### config.mk
export PLATFORM = sky130hd
export DESIGN_NAME = traffic_light_ctrl
export DESIGN_NICKNAME = d
export VERILOG_FILES = /design/src/rtl/traffic_light_ctrl.sv
export SDC_FILE = /design/constraint.sdc
export NUM_CORES = 1
export LEC_CHECK = 0
export ABC_AREA = 1
export BUFFER_PORTS_ARGS = -buffer_cell sky130_fd_sc_hd__clkbuf_2
export CORE_AREA = 2 2 66 68
export DETAILED_ROUTE_END_ITERATION = 8
export DIE_AREA = 0 0 68 70
export PLACE_DENSITY = 0.76
export SYNTH_ARGS = -nofsm -noshare
export SYNTH_HDL_FRONTEND = slang
export SYNTH_SLANG_ARGS = --single-unit
### constraint.sdc
create_clock -name clk -period 2.7 [get_ports clk]
set_input_delay 0 -clock clk [delete_from_list [all_inputs] [get_ports clk]]
set_output_delay 0 -clock clk [all_outputs]
set_load 0.05 [all_outputs]
### src/rtl/traffic_light_ctrl.sv
`timescale 1ns/1ps
`default_nettype none
// ============================================================================
// Module      : traffic_light_ctrl
// Description : Parametrised traffic-light controller.
//               RED -> YELLOW1 -> GREEN -> YELLOW2 -> RED, each phase lasting
//               T_x ticks of a TICK_DIV-cycle prescaler. A latched pedestrian
//               request shortens GREEN down to T_GREEN_MIN ticks. A night
//               mode replaces the cycle with blinking yellow.
// Ports       : clk        - system clock
//               res        - asynchronous active-high reset
//               ped_req    - pedestrian button (synchronised)
//               night_mode - night-mode select level (synchronised)
//               led2       - red LED (polarity per LED_ACTIVE_LOW)
//               led1       - yellow LED
//               led0       - green LED
//               out_state  - current state code
//               ped_wait   - pedestrian request pending
// Revision    : 1.0 - initial release
// ============================================================================
module traffic_light_ctrl #(
    parameter int TICK_DIV       = 50000000,
    parameter int T_RED          = 5,
    parameter int T_YEL          = 1,
    parameter int T_GREEN        = 5,
    parameter int T_GREEN_MIN    = 2,
    parameter int T_BLINK        = 1,
    parameter int LED_ACTIVE_LOW = 1
) (
    input  logic       clk,
    input  logic       res,
    input  logic       ped_req,
    input  logic       night_mode,
    output logic       led2,
    output logic       led1,
    output logic       led0,
    output logic [2:0] out_state,
    output logic       ped_wait
);

    typedef enum logic [2:0] {
        ST_RED       = 3'd0,
        ST_YELLOW1   = 3'd1,
        ST_GREEN     = 3'd2,
        ST_YELLOW2   = 3'd3,
        ST_BLINK_ON  = 3'd4,
        ST_BLINK_OFF = 3'd5
    } state_t;

    // Longest phase decides the dwell counter width.
    localparam int C_T_MAX_A = (T_RED > T_YEL) ? T_RED : T_YEL;
    localparam int C_T_MAX_B = (T_GREEN > T_BLINK) ? T_GREEN : T_BLINK;
    localparam int C_T_MAX   = (C_T_MAX_A > C_T_MAX_B) ? C_T_MAX_A : C_T_MAX_B;

    localparam int C_PRESC_W = (TICK_DIV > 1) ? $clog2(TICK_DIV) : 1;
    localparam int C_DWELL_W = (C_T_MAX > 1) ? $clog2(C_T_MAX) : 1;

    localparam logic [C_PRESC_W-1:0] C_PRESC_LAST     = C_PRESC_W'(TICK_DIV - 1);
    localparam logic [C_DWELL_W-1:0] C_RED_LAST       = C_DWELL_W'(T_RED - 1);
    localparam logic [C_DWELL_W-1:0] C_YEL_LAST       = C_DWELL_W'(T_YEL - 1);
    localparam logic [C_DWELL_W-1:0] C_GREEN_LAST     = C_DWELL_W'(T_GREEN - 1);
    localparam logic [C_DWELL_W-1:0] C_GREEN_MIN_LAST = C_DWELL_W'(T_GREEN_MIN - 1);
    localparam logic [C_DWELL_W-1:0] C_BLINK_LAST     = C_DWELL_W'(T_BLINK - 1);

    state_t                 r_state;
    state_t                 w_next;
    logic [C_PRESC_W-1:0]   r_presc;
    logic [C_DWELL_W-1:0]   r_dwell;
    logic [C_DWELL_W-1:0]   w_dur_last;
    logic                   r_ped_pend;
    logic                   w_tick;
    logic                   w_phase_end;
    logic                   w_green_early;
    logic                   w_change;
    logic                   w_day_state;
    logic                   w_red;
    logic                   w_yellow;
    logic                   w_green;

    // ------------------------------------------------------------------
    // Next-state logic
    // ------------------------------------------------------------------
    always_comb begin
        w_tick     = (r_presc == C_PRESC_LAST);
        w_dur_last = '0;
        case (r_state)
            ST_RED:                   w_dur_last = C_RED_LAST;
            ST_YELLOW1, ST_YELLOW2:   w_dur_last = C_YEL_LAST;
            ST_GREEN:                 w_dur_last = C_GREEN_LAST;
            ST_BLINK_ON, ST_BLINK_OFF: w_dur_last = C_BLINK_LAST;
            default:                  w_dur_last = '0;
        endcase

        w_phase_end   = w_tick && (r_dwell == w_dur_last);
        // A pending pedestrian may cut GREEN short once the minimum elapsed.
        w_green_early = w_tick && r_ped_pend && (r_dwell >= C_GREEN_MIN_LAST);

        w_next = r_state;
        case (r_state)
            ST_RED: begin
                if (w_phase_end) w_next = night_mode ? ST_BLINK_ON : ST_YELLOW1;
            end
            ST_YELLOW1: begin
                if (w_phase_end) w_next = night_mode ? ST_BLINK_ON : ST_GREEN;
            end
            ST_GREEN: begin
                if (w_phase_end || w_green_early)
                    w_next = night_mode ? ST_BLINK_ON : ST_YELLOW2;
            end
            ST_YELLOW2: begin
                if (w_phase_end) w_next = night_mode ? ST_BLINK_ON : ST_RED;
            end
            ST_BLINK_ON: begin
                if (w_phase_end) w_next = ST_BLINK_OFF;
            end
            ST_BLINK_OFF: begin
                if (w_phase_end) w_next = night_mode ? ST_BLINK_ON : ST_RED;
            end
            default: w_next = ST_RED;  // codes 6/7 recover to RED
        endcase

        // No state loops onto itself, so any difference is a transition.
        w_change    = (w_next != r_state);
        w_day_state = (r_state == ST_RED) || (r_state == ST_YELLOW1) ||
                      (r_state == ST_GREEN) || (r_state == ST_YELLOW2);
    end

    // ------------------------------------------------------------------
    // State register
    // ------------------------------------------------------------------
    always_ff @(posedge clk or posedge res) begin
        if (res) begin
            r_state <= ST_RED;
        end else begin
            r_state <= w_next;
        end
    end

    // ------------------------------------------------------------------
    // Prescaler and dwell counter; both restart on every transition so
    // each phase lasts exactly T_x * TICK_DIV cycles.
    // ------------------------------------------------------------------
    always_ff @(posedge clk or posedge res) begin
        if (res) begin
            r_presc <= '0;
            r_dwell <= '0;
        end else if (w_change) begin
            r_presc <= '0;
            r_dwell <= '0;
        end else if (w_tick) begin
            r_presc <= '0;
            r_dwell <= r_dwell + 1'b1;
        end else begin
            r_presc <= r_presc + 1'b1;
        end
    end

    // ------------------------------------------------------------------
    // Pedestrian latch: a new press on the RED-entry clock wins over the
    // clear. Blink (and illegal) states hold it at zero.
    // ------------------------------------------------------------------
    always_ff @(posedge clk or posedge res) begin
        if (res) begin
            r_ped_pend <= 1'b0;
        end else if (w_day_state) begin
            if (ped_req) begin
                r_ped_pend <= 1'b1;
            end else if (w_change && (w_next == ST_RED)) begin
                r_ped_pend <= 1'b0;
            end
        end else begin
            r_ped_pend <= 1'b0;
        end
    end

    // ------------------------------------------------------------------
    // Outputs
    // ------------------------------------------------------------------
    always_comb begin
        w_red    = (r_state == ST_RED);
        w_yellow = (r_state == ST_YELLOW1) || (r_state == ST_YELLOW2) ||
                   (r_state == ST_BLINK_ON);
        w_green  = (r_state == ST_GREEN);
    end

    generate
        if (LED_ACTIVE_LOW != 0) begin : g_led_active_low
            assign {led2, led1, led0} = ~{w_red, w_yellow, w_green};
        end else begin : g_led_active_high
            assign {led2, led1, led0} = {w_red, w_yellow, w_green};
        end
    endgenerate

    assign out_state = r_state;
    assign ped_wait  = r_ped_pend;

endmodule
`default_nettype wire
; Yosys cells after proc, flatten, opt, wreduce, memory -nomap -nowiden
; Index checks and enable logic that the tools add are counted.
[totals]
output_inout_bits = 7
inputBits = 4
regBits = 33
[classes]
add_sub_neg = 2
bitwise_logic = 1
mux = 18
n_reduce_logical = 15
n_lt_le_gt_ge = 1
eq_ne = 9
[op_table]
columns = cell, n
row1 = two-way mux 26 bit, 2
row2 = two-way mux 3 bit, 12
row3 = "adder 26 x 1 -> 26 bit, second input constant", 1
row4 = "== test 26 bit, second input constant", 1
row5 = case mux 3 bit (5 select lines), 1
row6 = "== test 3 x 2 -> 1 bit, second input constant", 2
row7 = "== test 3 bit, second input constant", 2
row8 = zero test 3 bit, 2
row9 = logical OR 1 bit, 6
row10 = logical AND 1 bit, 4
row11 = OR reduction 2 bit, 2
row12 = "adder 3 x 1 -> 3 bit, second input constant", 1
row13 = "== test 3 x 1 -> 1 bit, second input constant", 1
row14 = == test 3 bit, 1
row15 = ">= comparator 3 x 1 -> 1 bit, second input constant", 1
row16 = two-way mux 1 bit, 3
row17 = "inequality test 3 x 2 -> 1 bit, second input constant", 1
row18 = inequality test 3 bit, 1
row19 = NOT 3 bit, 1
row20 = nonzero test 2 bit, 1

; Logic depth before layout (Yosys ltp)
[depth]
depth_word = 13
mapped_depth = 16
depth_no_buf = 16

; Least setup slack after synthesis
; Ideal clock, no wire load.
[synth_timing]
path_type = flip-flop to flip-flop
from = register r_state[2], in the netlist out_state[2]
to = register r_presc[24]
t_required_ps = 2577
arrival_ps = 2159
slack_ps = 419
path_buffers = 1
path_stages_with_launch = 13
period_less_slack_ps = 2281
path_cell_list = dfrtp_1 inv_2 nand2_1 nor2_1 inv_1 nand2_1 nand3_1 nand3_2 nand2_2 nand2_4 nand2_1 buf_2 nor2_1
[synth_between]
elab_chain_len = 10
word_cells_on_any_way = 20
cone_classes = eq/ne (7) / mux (8) / reduce/logical (5)
[synth_lines]
columns = element, line
row1 = start: declaration, 65  ; state_t r_state;
row2 = start signal: assignment, 135  ; r_state <= w_next;
row3 = == test 3 x 2 -> 1 bit / zero test 3 bit (equally long branches), "86, 99"
row4 = OR reduction 2 bit (no source line), --
row5 = two-way mux 3 bit, 86  ; case (r_state)
row6 = == test 3 bit, 94  ; w_phase_end = w_tick && (r_dwell == w_dur_last);
row7 = logical AND 1 bit, 94
row8 = logical OR 1 bit, 107  ; if (w_phase_end || w_green_early)
row9 = two-way mux 3 bit, 107
row10 = case mux 3 bit (5 select lines) (*), 99  ; case (r_state)
row11 = named net w_next[2], 66  ; state_t w_next;
row12 = inequality test 3 bit (*), 123  ; w_change = (w_next != r_state);
row13 = two-way mux 26 bit (*), 147  ; end else if (w_change) begin
row14 = end signal: assignment, 154  ; r_presc <= r_presc + 1'b1;
row15 = end: declaration, 67  ; logic [C_PRESC_W-1:0] r_presc;
; Mark *: on every way through the listed nets, which the timed path passes. The rest lies on a longest branch.
; A chain may end at the register's enable or synchronous reset.

; Worst setup path in the final report
[layout_timing]
from = register r_presc[0]
to = register r_ped_pend, in the netlist ped_wait
[layout_between]
elab_chain_len = 9
word_cells_on_any_way = 15
cone_classes = eq/ne (3) / mux (6) / reduce/logical (6)
[layout_lines]
columns = element, line
row1 = == test 26 bit (*), 84  ; w_tick = (r_presc == C_PRESC_LAST);
row2 = logical AND 1 bit (2 in a row), 96  ; w_green_early = w_tick && r_ped_pend && (r_dwell >= C_GREEN_MIN_LAST);
row3 = logical OR 1 bit, 107
row4 = two-way mux 3 bit, 107
row5 = case mux 3 bit (5 select lines) (*), 99
row6 = inequality test 3 bit / zero test 3 bit (equally long branches), "123, 168"
row7 = logical AND 1 bit (*), 168  ; end else if (w_change && (w_next == ST_RED)) begin
row8 = inequality test 3 x 2 -> 1 bit (no source line) (*), --
row9 = end signal: assignment, 167  ; r_ped_pend <= 1'b1;
row10 = end signal: assignment, 169  ; r_ped_pend <= 1'b0;
row11 = end signal: assignment, 172  ; r_ped_pend <= 1'b0;
row12 = end: declaration, 70  ; logic r_ped_pend;
; Every way passes the cells marked *; elsewhere a longest branch is shown, timed or not.

==> impl_metrics.tcl <==
set metrics [dict create \
    status "finished, final reports clean" \
    post_drt_wl_per_cell_microns 11.5 \
    crit_path_frequent_cell "nand2_1" \
    place_area_sq_mm 0.00223 \
    first_iter_violations 59 \
    finalCriticalPeriod_ns 2.34 \
    leakage_nw 1.11 \
    die_area_sq_mm 0.00476 \
    cts_tree "yes" \
    cp_slowest_cell "nand2_1" \
    die_x_microns 68 \
    rsz0062_at_grt "no" \
    syn_area_sq_mm 0.00212 \
    io_buffers 10 \
    worst_pin_slew_ns 0.462 \
    clk_pin_slew_ns 0.06 \
    synth-adder-area-share 0.0236 \
    coreArea_sq_mm 0.00414 \
    critPathLaunchType "register" \
    layout-drive-gt1-share 0.153 \
    ant_nets 0 \
    routed_via_density 5.08 \
    cts-root-buf "clkbuf_8" \
    grt_pass1_vias 1716 \
    fin_tns_setup_ns 0 \
    synth-compound-area-share 0.0283 \
    synth_area_leaders "dfrtp_1 39%, nand2_1 11%, nor2_1 10%" \
    start_util 0.512 \
    yosysSeqAreaShare 0.389 \
    worstPathCellList "ha_1, nand2_1, nor2_4, nand2_1, nor2_4, nand2_4, o21ai_1, nand3_1, nand4_1, nand2_1, nand2_1, nand2_1, nand3_1, nand2_1" \
    required_ns 2.87 \
    area_growth_pct 10.0 \
    hold_depth 3 \
    drv_slew 0 \
    drc_errors 0 \
    dpl.hpwl_microns 3180 \
    timing.hold.ws_ns 0.112 \
    synth-simple-area-share 0.421 \
    synth_top_family_by_area "simple AND/OR/NAND/NOR gates" \
    max_stage_delay_ns 0.39 \
    post-route-period-util 0.866 \
    grt_max_degree 34 \
    syn-mean-instance-area_sq_um 7.34 \
    max_freq_mhz 428 \
    antennaDiodeCount 0 \
    crit_fanout 11 \
    numCtsBuffers 5 \
    drv_cap 0 \
    core.rowCount 24 \
    max_slew_margin 0.691 \
    post-cts-setup-buffers 0 \
    place_congestion 0.833 \
    yosys_warnings 0 \
    grt_overflow_total 0 \
    synth_top_area_cell "dfrtp_1" \
    worst_r2r_path_depth 14 \
    cts_max_path_buffers 2 \
    crit_arrival_ns 2.51 \
    h-tree-depth 2 \
    insertion_delay_ns 0.28 \
    syn_inst 289 \
    worst_setup_path_end_kind "register" \
    ios 11 \
    setup-violations-final 0 \
    grt_antenna_before_repair 0 \
    clock_skew_ns 0.00117 \
    vdd.ir_drop.worst_v 0.000293 \
    cts_resized 0 \
    cts_sinks 33 \
    synthMuxAreaShare 0 \
    post_synth_num_cell_types 27 \
    hold_viol_final 0 \
    cp_num_cells 14 \
    path_buf_inv 0 \
    drt-pass1-iter-count 4 \
    track_usage 0.201 \
    criticalPathCategory "register to register" \
    nNetsFinal 315 \
    synth-seq-cells 33 \
    yosysTopAreaCellShare 0.389 \
    synth_nets 297 \
    totalWireLength_microns 4140 \
    synthXorXnorAreaFrac 0.0578 \
    min_path_type "input port to register" \
    fill_cells 391 \
    routed-via-count 1824 \
    postLayoutCellArea_sq_mm 0.00233 \
    dieHeight_microns 70 \
    cp_top_family "simple AND/OR/NAND/NOR gates" \
    grt_pass1_wl_microns 7220 \
    power_density_mw_per_mm2 380 \
]
final timing paths:
path | slack (ns) | from | endpoint
setup / recovery | 0.36 | r_presc[0] | ped_wait
hold / removal | 0.11 | night_mode | out_state[2]
setup reg to reg | 0.36 | r_presc[0] | ped_wait
hold reg to reg | 0.46 | r_presc[0] | r_presc[0]
max in group asynchronous | 2.08 | res | r_presc[8]
min in group asynchronous | 0.33 | res | r_presc[17]
sequential cells by signal, indices dropped and copies added, names as in the netlist:
register	cells
out_state	3
ped_wait	1
r_dwell	3
r_presc	26
power breakdown:
part	leakage, nW	switching (W)	internal, W	total [W]
logic	0.616	0.0000164	0.00000606	0.0000225
clock network	0.0443	0.000165	0.000202	0.000367
registers	0.448	0.00000100	0.000496	0.000497
total	1.11	0.000183	0.000704	0.000886
cells in the mapped netlist (all sizes together):
master and n:
xnor2 6, buf 2, or2 1, nor2 69, nor3 11, nand4 8
o21ai 8, and2 1, inv 41, xor2 8, nand3 25, dfrtp 33
ha 4, nand2 67, or3 1, a21oi 4
cells by family (layout without fill, tap and decap cells):
| group | count (synthesis) | in the layout |
|---|---|---|
| fa+ha+maj | 4 | 4 |
| simple gates | 183 | 183 |
| xor+xnor | 14 | 14 |
| buf+inv | 43 | 61 |
| compound gates | 12 | 12 |
| flops | 33 | 33 |
metal layers:
layer  wire, microns  global-route usage
met5               0                   0
met4              53              0.0600
met3             156              0.0499
met2            1960               0.328
met1            1960               0.259
timing repair:
| action | 4_1_cts | 5_1_grt |
|---|---|---|
| setup endpoints to repair | 0 | 0 |
| hold buffers | 2 | 0 |
| hold endpoints to repair | 34 | 0 |
layout by cell type (no fill, tap or decap), types with 2 or more instances in the layout:
cell type,count
nor3_2,3
a21oi_1,4
nand2_1,63
nand4_1,7
nand3_2,3
inv_2,5
inv_1,36
nor2_2,5
clkbuf_8,6
ha_1,4
nand3_1,21
nor2_4,7
dlygate4sd3_1,2
clkbuf_2,10
nand2_4,2
nand2_2,2
nor2_1,57
xnor2_1,6
o21ai_0,7
dfrtp_1,33
xor2_1,8
nor3_1,8
through the flow:
step	setup slack, ns	util	instances	total power, W
2_1_floorplan	0.419	-	289	0.000518
3_3_place_gp	0.475	0.538	350	0.000527
3_5_place_dp	0.380	0.538	350	0.000527
4_1_cts	0.360	0.563	359	0.000896
5_1_grt	0.104	0.563	359	0.000919
6_report	0.362	0.563	359	0.000886
tightest hold or removal path, delay by kind of cell:
kind	cells	cell delay (ns)
simple gates	2	0.21
buf+inv	1	0.12
cell type report:
type / instances / area (sq um) / share of cell area
multi-input cells: 213 / 1130 / 0.482
flip-flops and latches: 33 / 826 / 0.354
clock buffers: 7 / 86.3 / 0.0370
repair buffers: 13 / 77.6 / 0.0332
inverters: 41 / 154 / 0.0659
well taps: 52 / 65.1 / 0.0279
Power figures use the tool's default switching activity.
